## config.mk

```make
export PLATFORM = sky130hd
export DESIGN_NAME = pipe_ctrl_flat
export DESIGN_NICKNAME = d
export VERILOG_FILES = /design/src/rtl/pipe_ctrl_pkg.sv /design/src/rtl/pipe_ctrl_if.sv /design/src/rtl/pipe_ctrl_sat_counter.sv /design/src/rtl/pipe_ctrl.sv /design/src/flat_wrapper.sv
export SDC_FILE = /design/constraint.sdc
export NUM_CORES = 1
export LEC_CHECK = 0
export ABC_CLOCK_PERIOD_IN_PS = 2480
export BUFFER_PORTS_ARGS = -buffer_cell sky130_fd_sc_hd__clkbuf_2
export CAP_MARGIN = 20
export CORE_ASPECT_RATIO = 0.6
export CORE_MARGIN = 3
export CORE_UTILIZATION = 47
export CTS_CLUSTER_SIZE = 16
export DETAILED_ROUTE_END_ITERATION = 16
export MAX_ROUTING_LAYER = met4
export PLACE_DENSITY = 0.8
export SLEW_MARGIN = 20
export SYNTH_ARGS = -nofsm -noshare
export SYNTH_HDL_FRONTEND = slang
export SYNTH_SLANG_ARGS = --single-unit
```

## constraint.sdc

```tcl
create_clock -name clk -period 2.48 [get_ports clk]
set_input_delay 0.372 -clock clk [delete_from_list [all_inputs] [get_ports clk]]
set_output_delay 0.372 -clock clk [all_outputs]
set_load 0.005 [all_outputs]
```

## src/rtl/pipe_ctrl_pkg.sv

```systemverilog
// Shared definitions for the pipeline control unit: stall encodings,
// redirect constants, NOP values and the multi-cycle sequencer states.
package pipe_ctrl_pkg;

    localparam int unsigned STALL_W = 6;

    // Stall bit order: [0]pc [1]if [2]id [3]ex [4]mem [5]wb
    localparam logic [STALL_W-1:0] STALL_NONE = 6'b000000;
    localparam logic [STALL_W-1:0] STALL_ID   = 6'b000111;
    localparam logic [STALL_W-1:0] STALL_EX   = 6'b001111;

    localparam logic [31:0] EXC_VECTOR = 32'h0000_0020;
    localparam logic [31:0] ERET_CODE  = 32'h0000_000e;

    // Values the inter-stage registers take on flush
    localparam logic [31:0] NOP_INST = 32'h0000_0000;
    localparam logic [31:0] NOP_PC   = 32'h0000_0000;

    typedef enum logic {
        ST_IDLE,
        ST_MC_BUSY
    } mc_state_e;

endpackage

```

## src/rtl/pipe_ctrl_if.sv

```systemverilog
// Control bus between the pipeline stages and pipe_ctrl: requests and
// multi-cycle handshake in, stall/flush/redirect and statistics out.
interface pipe_ctrl_if #(
    parameter int unsigned MC_CNT_W = 6
);
    import pipe_ctrl_pkg::*;

    logic                 stallreq_from_id;
    logic                 stallreq_from_ex;
    logic                 ex_mc_start;
    logic [MC_CNT_W-1:0]  ex_mc_len;
    logic [31:0]          mem_excepttype;
    logic [31:0]          cp0_epc;
    logic                 cnt_clr;

    logic [STALL_W-1:0]   stall;
    logic                 flush;
    logic [31:0]          new_pc;
    logic                 ex_mc_busy;
    logic                 ex_mc_done;
    logic                 ex_mc_cancel;
    logic [31:0]          stall_cycles;
    logic [15:0]          flush_count;

    // Pipeline side
    modport master (
        output stallreq_from_id, stallreq_from_ex, ex_mc_start, ex_mc_len,
               mem_excepttype, cp0_epc, cnt_clr,
        input  stall, flush, new_pc, ex_mc_busy, ex_mc_done, ex_mc_cancel,
               stall_cycles, flush_count
    );

    // Controller side
    modport slave (
        input  stallreq_from_id, stallreq_from_ex, ex_mc_start, ex_mc_len,
               mem_excepttype, cp0_epc, cnt_clr,
        output stall, flush, new_pc, ex_mc_busy, ex_mc_done, ex_mc_cancel,
               stall_cycles, flush_count
    );

endinterface

```

## src/rtl/pipe_ctrl_sat_counter.sv

```systemverilog
// Saturating up-counter with synchronous clear; clear wins over increment.
module sat_counter #(
    parameter int unsigned W = 16
) (
    input  logic         clk,
    input  logic         rst,
    input  logic         clr,
    input  logic         inc,
    output logic [W-1:0] count
);

    always_ff @(posedge clk or posedge rst) begin
        if (rst) begin
            count <= '0;
        end else if (clr) begin
            count <= '0;
        end else if (inc && (count != '1)) begin
            count <= count + 1'b1;
        end
    end

endmodule

```

## src/rtl/pipe_ctrl.sv

```systemverilog
// Pipeline control: stall/flush/redirect decode, multi-cycle EX sequencing
// and saturating stall/flush statistics.
module pipe_ctrl #(
    parameter int unsigned MC_CNT_W   = 6,
    parameter logic [31:0] EXC_VECTOR = pipe_ctrl_pkg::EXC_VECTOR,
    parameter logic [31:0] ERET_CODE  = pipe_ctrl_pkg::ERET_CODE
) (
    input  logic     clk,
    input  logic     rst,
    pipe_ctrl_if.slave bus
);
    import pipe_ctrl_pkg::*;

    localparam logic [MC_CNT_W-1:0] MC_ONE = 1;

    mc_state_e           state;
    logic [MC_CNT_W-1:0] mc_cnt;
    logic                busy_q;

    logic                exc;
    logic                mc_accept;
    logic                mc_running;
    logic                ex_stall;
    logic [STALL_W-1:0]  stall_vec;
    logic [31:0]         redirect;

    always_comb begin
        exc        = (bus.mem_excepttype != '0);
        mc_accept  = (state == ST_IDLE) && bus.ex_mc_start &&
                     (bus.ex_mc_len != '0) && !exc;
        mc_running = (state == ST_MC_BUSY) && (mc_cnt != '0);
        ex_stall   = bus.stallreq_from_ex || mc_running || mc_accept;

        // Exception in MEM outranks every stall cause
        if (exc) begin
            stall_vec = STALL_NONE;
        end else if (ex_stall) begin
            stall_vec = STALL_EX;
        end else if (bus.stallreq_from_id) begin
            stall_vec = STALL_ID;
        end else begin
            stall_vec = STALL_NONE;
        end

        if (!exc) begin
            redirect = NOP_PC;
        end else if (bus.mem_excepttype == ERET_CODE) begin
            redirect = bus.cp0_epc;
        end else begin
            redirect = EXC_VECTOR;
        end
    end

    always_ff @(posedge clk or posedge rst) begin
        if (rst) begin
            state  <= ST_IDLE;
            mc_cnt <= '0;
            busy_q <= 1'b0;
        end else begin
            case (state)
                ST_IDLE: begin
                    if (mc_accept) begin
                        state  <= ST_MC_BUSY;
                        mc_cnt <= bus.ex_mc_len - MC_ONE;
                        busy_q <= 1'b1;
                    end
                end
                ST_MC_BUSY: begin
                    if (exc || (mc_cnt == '0)) begin
                        state  <= ST_IDLE;
                        mc_cnt <= '0;
                        busy_q <= 1'b0;
                    end else begin
                        mc_cnt <= mc_cnt - MC_ONE;
                    end
                end
                default: begin
                    state  <= ST_IDLE;
                    mc_cnt <= '0;
                    busy_q <= 1'b0;
                end
            endcase
        end
    end

    assign bus.stall        = stall_vec;
    assign bus.flush        = exc;
    assign bus.new_pc       = redirect;
    assign bus.ex_mc_busy   = busy_q;
    assign bus.ex_mc_done   = (state == ST_MC_BUSY) && (mc_cnt == '0) && !exc;
    assign bus.ex_mc_cancel = (state == ST_MC_BUSY) && exc;

    sat_counter #(
        .W (32)
    ) u_stall_cnt (
        .clk   (clk),
        .rst   (rst),
        .clr   (bus.cnt_clr),
        .inc   (stall_vec != STALL_NONE),
        .count (bus.stall_cycles)
    );

    sat_counter #(
        .W (16)
    ) u_flush_cnt (
        .clk   (clk),
        .rst   (rst),
        .clr   (bus.cnt_clr),
        .inc   (exc),
        .count (bus.flush_count)
    );

endmodule
```

## src/flat_wrapper.sv

```systemverilog
// flat-port wrapper written by rule: the top's interface ports become plain ports
module pipe_ctrl_flat import pipe_ctrl_pkg::*;
#(
    parameter int unsigned MC_CNT_W   = 6,
    parameter logic [31:0] EXC_VECTOR = pipe_ctrl_pkg::EXC_VECTOR,
    parameter logic [31:0] ERET_CODE  = pipe_ctrl_pkg::ERET_CODE
)
  (clk, rst, bus_stallreq_from_id, bus_stallreq_from_ex, bus_ex_mc_start, bus_ex_mc_len, bus_mem_excepttype, bus_cp0_epc, bus_cnt_clr, bus_stall, bus_flush, bus_new_pc, bus_ex_mc_busy, bus_ex_mc_done, bus_ex_mc_cancel, bus_stall_cycles, bus_flush_count);
  pipe_ctrl_if #(.MC_CNT_W(MC_CNT_W)) bus_i ();
  input  logic clk;
  input  logic rst;
  input wire logic [$bits(bus_i.stallreq_from_id)-1:0] bus_stallreq_from_id;
  input wire logic [$bits(bus_i.stallreq_from_ex)-1:0] bus_stallreq_from_ex;
  input wire logic [$bits(bus_i.ex_mc_start)-1:0] bus_ex_mc_start;
  input wire logic [$bits(bus_i.ex_mc_len)-1:0] bus_ex_mc_len;
  input wire logic [$bits(bus_i.mem_excepttype)-1:0] bus_mem_excepttype;
  input wire logic [$bits(bus_i.cp0_epc)-1:0] bus_cp0_epc;
  input wire logic [$bits(bus_i.cnt_clr)-1:0] bus_cnt_clr;
  output wire logic [$bits(bus_i.stall)-1:0] bus_stall;
  output wire logic [$bits(bus_i.flush)-1:0] bus_flush;
  output wire logic [$bits(bus_i.new_pc)-1:0] bus_new_pc;
  output wire logic [$bits(bus_i.ex_mc_busy)-1:0] bus_ex_mc_busy;
  output wire logic [$bits(bus_i.ex_mc_done)-1:0] bus_ex_mc_done;
  output wire logic [$bits(bus_i.ex_mc_cancel)-1:0] bus_ex_mc_cancel;
  output wire logic [$bits(bus_i.stall_cycles)-1:0] bus_stall_cycles;
  output wire logic [$bits(bus_i.flush_count)-1:0] bus_flush_count;
  assign bus_i.stallreq_from_id = bus_stallreq_from_id;
  assign bus_i.stallreq_from_ex = bus_stallreq_from_ex;
  assign bus_i.ex_mc_start = bus_ex_mc_start;
  assign bus_i.ex_mc_len = bus_ex_mc_len;
  assign bus_i.mem_excepttype = bus_mem_excepttype;
  assign bus_i.cp0_epc = bus_cp0_epc;
  assign bus_i.cnt_clr = bus_cnt_clr;
  assign bus_stall = bus_i.stall;
  assign bus_flush = bus_i.flush;
  assign bus_new_pc = bus_i.new_pc;
  assign bus_ex_mc_busy = bus_i.ex_mc_busy;
  assign bus_ex_mc_done = bus_i.ex_mc_done;
  assign bus_ex_mc_cancel = bus_i.ex_mc_cancel;
  assign bus_stall_cycles = bus_i.stall_cycles;
  assign bus_flush_count = bus_i.flush_count;
  pipe_ctrl #(.MC_CNT_W(MC_CNT_W), .EXC_VECTOR(EXC_VECTOR), .ERET_CODE(ERET_CODE)) u_core (.clk(clk), .rst(rst), .bus(bus_i));
endmodule
```

After elaboration in Yosys (flattened, before gate mapping):

Index checks and enable logic that the tools add are counted.

* bitwise operators: 1
* reduce and logical (&&, ||, !) cells: 21
* add/subtract/negate cells: 4
* eq/ne operators: 5
* mux-type cells: 18

Operators by type and width (number)
* $mux 32: 4
* $add 32x1->32 const B: 1
* $eq 32x4->1 const B: 1
* $mux 16: 2
* $ne 32x32->1 const B: 1
* $reduce_bool 32->1: 1
* $reduce_bool 6->1: 3
* $add 16x1->16 const B: 1
* $ne 16x16->1 const B: 1
* $mux 6: 2
* $pmux 6 s2: 1
* $sub 6x1->6 const B: 2
* $logic_and 1x1->1: 9
* $mux 4: 2
* $logic_not 6->1: 1
* $mux 1: 4
* $pmux 1 s2: 2
* $reduce_bool 2->1: 2
* $logic_or 1x1->1: 3
* $mux 3: 1
* $ne 2x1->1 const B: 1
* $ne 2x2->1 const B: 1
* $reduce_and 2->1: 1
* $logic_not 1->1: 1
* $not 1->1: 1

* logic and storage cells: 54
* output and inout bits: 90
* input bits: 76
* register bits: 56

Longest topological paths before layout:

* depth after elaboration: 11
* gate-level depth with buffers: 10
* mapped depth without buffers: 9

Modules after synthesis:

A second synthesis with hierarchy kept.

* cell total of the unflattened synthesis: 429
* area total of the unflattened synthesis: 3764.9 um^2

Modules (own cells, without submodules)
* sat_counter (u_core.u_stall_cnt): cells each 186, seq. area each 800.8 um^2, area each 1740.4 um^2, times used 1
* pipe_ctrl: cells each 142, seq. area each 200.2 um^2, area each 1092.3 um^2, times used 1
* sat_counter (u_core.u_flush_cnt): cells each 101, seq. area each 400.4 um^2, area each 932.1 um^2, times used 1

Worst setup path before layout:

Ideal clock, no wire load.

* path type: reg-to-reg
* start point: register u_core.mc_cnt[0]
* end point: register u_core.u_stall_cnt.count[25]
* cell stages (with the launch flop): 10
* clock period less this slack: 2.231 ns
* setup slack: 0.249 ns
* data required time: 2.355 ns
* setup time: 0.125 ns
* path buffers: 0
* data arrival time: 2.106 ns
* cell sequence: dfrtp_1 > inv_1 > ha_1 > or3b_1 > o31ai_2 > nand3_2 > nand2_1 > inv_2 > nand4_1 > mux2_2

* word-level cells in the longest chain between the ends: 9

Ends and longest elaborated chain
* start: declaration: RTL line pipe_ctrl.sv:17 `logic [MC_CNT_W-1:0] mc_cnt;`
* start signal: assignment: RTL line pipe_ctrl.sv:64 `mc_cnt <= bus.ex_mc_len - MC_ONE;`
* start signal: assignment: RTL line pipe_ctrl.sv:74 `mc_cnt <= mc_cnt - MC_ONE;`
* $reduce_bool 6->1: RTL line pipe_ctrl.sv:31 `mc_running = (state == ST_MC_BUSY) && (mc_cnt != '0);`
* $logic_and 1x1->1: RTL line pipe_ctrl.sv:31
* $logic_or 1x1->1 (2 in series): RTL line pipe_ctrl.sv:32 `ex_stall = bus.stallreq_from_ex || mc_running || mc_accept;`
* $mux 4: RTL line pipe_ctrl.sv:37 `end else if (ex_stall) begin`
* $mux 4: RTL line pipe_ctrl.sv:35 `if (exc) begin`
* net bus_stall[0]: RTL line flat_wrapper.sv:19 `output wire logic [$bits(bus_i.stall)-1:0] bus_stall;`
* $reduce_bool 6->1: RTL line pipe_ctrl.sv:99 `.inc (stall_vec != STALL_NONE),`
* $logic_and 1x1->1: RTL line pipe_ctrl_sat_counter.sv:17 `end else if (inc && (count != '1)) begin`
* $reduce_bool 2->1 (no line)
* end signal: assignment: RTL line pipe_ctrl_sat_counter.sv:18 `count <= count + 1'b1;`
* end: declaration: RTL line pipe_ctrl_sat_counter.sv:9 `output logic [W-1:0] count`

The timed path passes the listed nets, and every way through them passes these cells.
A chain may end at the register's enable or synchronous reset.

Final worst setup path:

* start point: register u_core.mc_cnt[0]
* end point: output bus_stall[0]

* word-level cells in the longest chain between the ends: 6

Ends and longest elaborated chain (RTL line)
* $reduce_bool 6->1: pipe_ctrl.sv:31
* $logic_and 1x1->1: pipe_ctrl.sv:31
* $logic_or 1x1->1 (2 in series): pipe_ctrl.sv:32
* $mux 4: pipe_ctrl.sv:37
* $mux 4: pipe_ctrl.sv:35
* end: declaration: flat_wrapper.sv:19

Every way passes these cells.

==> impl_metrics.json <==
{
  "antenna_cells": 0,
  "post-place-ws_ns": -0.155,
  "netlist_instances": 421,
  "synth_area_per_cell_sq_um": 8.48,
  "synth_common_cells": "56 x dfrtp_1, 42 x nor2_1, 33 x and2_1",
  "utilization_pct": 68.5,
  "pin_count": 166,
  "die_w_microns": 119,
  "clkLatencyLatePin_ns": 0.29,
  "p_leak_nw": 2.27,
  "die_area_sq_mm": 0.00871,
  "grt_overflow": 0,
  "worstReg2RegStart": "u_core.mc_cnt[0]",
  "r2r_slack_ns": 0.17,
  "yosys.area.top_type": "dfrtp_1",
  "clkTransAtPathRegs_ns": 0.07,
  "fp.coreArea_sq_mm": 0.00702,
  "cts.sink_count": 56,
  "place.gp.congestion": 1.01,
  "yosys_register_bits": 56,
  "finalClockSkew_ns": 0.00637,
  "max_slew.worst_pin.slew_ns": 0.705,
  "area_growth_pct": 34.8,
  "firstDrtPassIters": 6,
  "routed_wl_microns": 11500,
  "power_density_mw_per_mm2": 373,
  "status": "completed",
  "place_hpwl_microns": 9110,
  "async_reset_ff_share_pct": 100,
  "fp.dieH_microns": 73.5,
  "ys.warnings.count": 0,
  "antenna_left": 0,
  "synth_top_cell_area_share_pct": 39.2,
  "drt_iter0_markers": 442,
  "fin_ws_ns": 0.0666,
  "finalCritPeriodShare_pct": 97.3,
  "stdcell_area_sq_mm": 0.00481,
  "crit_path_end_kind": "primary output",
  "io_buffers": 163,
  "clock_path_buffers": 2,
  "min_period_ns": 2.41,
  "antenna_found_initial": 0,
  "hold_slack_ns": 0.251,
  "root_buffer": "clkbuf_16",
  "r2r_cells": 10,
  "slew_headroom_pct": 53.0,
  "tns_ns": 0,
  "cts_made_buffers": 5,
  "crit-reg2reg-capture": "u_core.u_stall_cnt.count[22]",
  "wl_per_cell_microns": 16.4,
  "required_ns": 2.11,
  "finalMaxSlewViolations": 0,
  "cp.arrival_ns": 2.04,
  "via_count": 3904,
  "fin_nets": 676,
  "start_util_pct": 50.9,
  "synth_most_common_cell": "dfrtp_1",
  "rsz0062_at_grt": "yes",
  "placed_area_sq_mm": 0.00456,
  "hold_viol_final": 0,
  "synth_flop_cell": "dfrtp_1",
  "synth_seq_area_share_pct": 39.2,
  "yosys.cell_types.count": 51,
  "finalSetupViolations": 0,
  "rows": 23,
  "path_class": "flop to primary output",
  "grt_max_degree": 57,
  "seqCellArea_sq_mm": 0.00140,
  "grt_pass1_wl_microns": 18300,
  "drc": 0,
  "cts_tree": "yes",
  "maxCapViolations": 0,
  "critPathLaunch": "u_core.mc_cnt[0]",
  "fill_cells": 565,
  "multi_input_area_sq_mm": 0.00204,
  "synth.area.top_cells": "dfrtp_1 39%, and2_1 5.8%, nor2_1 4.4%",
  "vias_per_cell": 5.60,
  "drive_gt1_share_pct": 37.2,
  "hp-class": "input pin to asynchronous set/reset pin",
  "synth_edf_count": 0,
  "synth.cell_area_sq_mm": 0.00357,
  "track_usage_pct": 26.9,
  "vdd_drop_max_uv": 256,
  "critPathLaunchType": "flop",
  "grt_pass1_vias": 3633,
  "crit_fanout": 10,
  "htreeDepth": 2,
  "max_freq_mhz": 414
}
==> worst max path at each step <==
stage | to | slack, ns | cells after the start
after floorplan | u_core.u_stall_cnt.count[25] | 0.25 | 9
after global placement | u_core.u_stall_cnt.count[8] | -0.02 | 7
after detailed placement | u_core.u_stall_cnt.count[8] | -0.15 | 7
after CTS | bus_stall[2] | 0.05 | 8
after global routing | bus_stall[2] | -0.02 | 8
final | bus_stall[0] | 0.07 | 8
==> what timing repair did <==
action / in CTS / in global routing
setup endpoints to repair: 17 / 8
hold buffers: 0 / 0
pin swaps: 1 / 6
hold endpoints to repair: 0 / 0
setup buffers: 1 / 7
gates resized for setup: 4 / 7
==> critical path, stage by stage (launching register included) <==
cell and delay (ns):
dfrtp_1 0.40, inv_2 0.08, ha_4 0.14, or3b_4 0.41, o31ai_4 0.26, nand3_2 0.15, nand2_2 0.13, inv_4 0.07
clkbuf_2 0.11
==> layer usage <==
| layer | track usage (%) | vias up | part of all wire (%) |
|---|---|---|---|
| met2 | 43.9 | 188 | 49 |
| met5 | - | - | 0 |
| li1 | - | 1860 | - |
| met4 | 5.78 | 0 | 1.1 |
| met1 | 35.3 | 1843 | 42 |
| met3 | 5.69 | 13 | 7.8 |
==> power breakdown <==
group / leakage [nW] / internal [mW] / total (mW) / switching, mW
Sequential: 0.765 / 0.922 / 0.938 / 0.0159
Clock: 0.0736 / 0.373 / 0.696 / 0.323
Combinational: 1.43 / 0.0732 / 0.162 / 0.0891
Total: 2.27 / 1.37 / 1.80 / 0.428
==> placed cells by master (no fill, tap or decap), types with 2 or more instances in the layout <==
cell,Yosys,final
or4_1,6,6
and4_1,3,3
nand4_1,22,22
buf_12,0,2
a21oi_1,31,31
nand3_1,17,17
dfrtp_1,56,56
and2_1,33,33
nor3b_1,2,2
nor4_1,14,13
or3_2,2,2
nor4b_1,2,2
and3_1,7,7
clkinv_2,0,2
mux2_2,6,6
nor2_1,42,42
inv_2,1,3
buf_4,5,23
nor2b_1,5,5
a211oi_1,2,2
nand3_2,2,2
nor3_1,10,9
clkbuf_2,0,163
o31ai_1,5,5
nand2_1,27,26
conb_1,1,2
o21ai_0,23,23
o22ai_1,2,2
or3_1,19,19
xor2_1,9,9
inv_1,15,12
clkbuf_16,0,5
xnor2_1,12,12
ha_1,4,3
==> final cells by class <==
class / instances / share of cell area [%]
clock buffer: 5 / 2.60
clock inverter: 3 / 0.390
inverter: 16 / 1.30
multi-input combinational: 328 / 42.4
sequential: 56 / 29.1
tap: 100 / 2.60
timing repair buffer: 189 / 21.6
==> cells by family after synthesis <==
family          after synthesis  synth area share [%]
xor+xnor                     21                  5.15
flops                        56                  39.2
buf+inv                      38                  5.01
other cells                   1                 0.105
compound gates               74                  12.3
fa+ha+maj                     4                  1.40
simple gates                221                  34.9
mux                           6                  1.89
==> flip-flops by register name (all words and copies together), names as in the netlist <==
register,count
u_core.state,1
u_core.bus.ex_mc_busy,1
u_core.u_stall_cnt.count,32
u_core.mc_cnt,6
u_core.u_flush_cnt.count,16
==> per-stage QoR <==
step / instances / total power [mW]
after floorplan: 422 / 1.02
after global placement: 681 / 1.10
after detailed placement: 681 / 1.11
after CTS: 690 / 1.80
after global routing: 697 / 1.86
final: 697 / 1.80
Note: power is estimated with default switching activity, not from simulation.
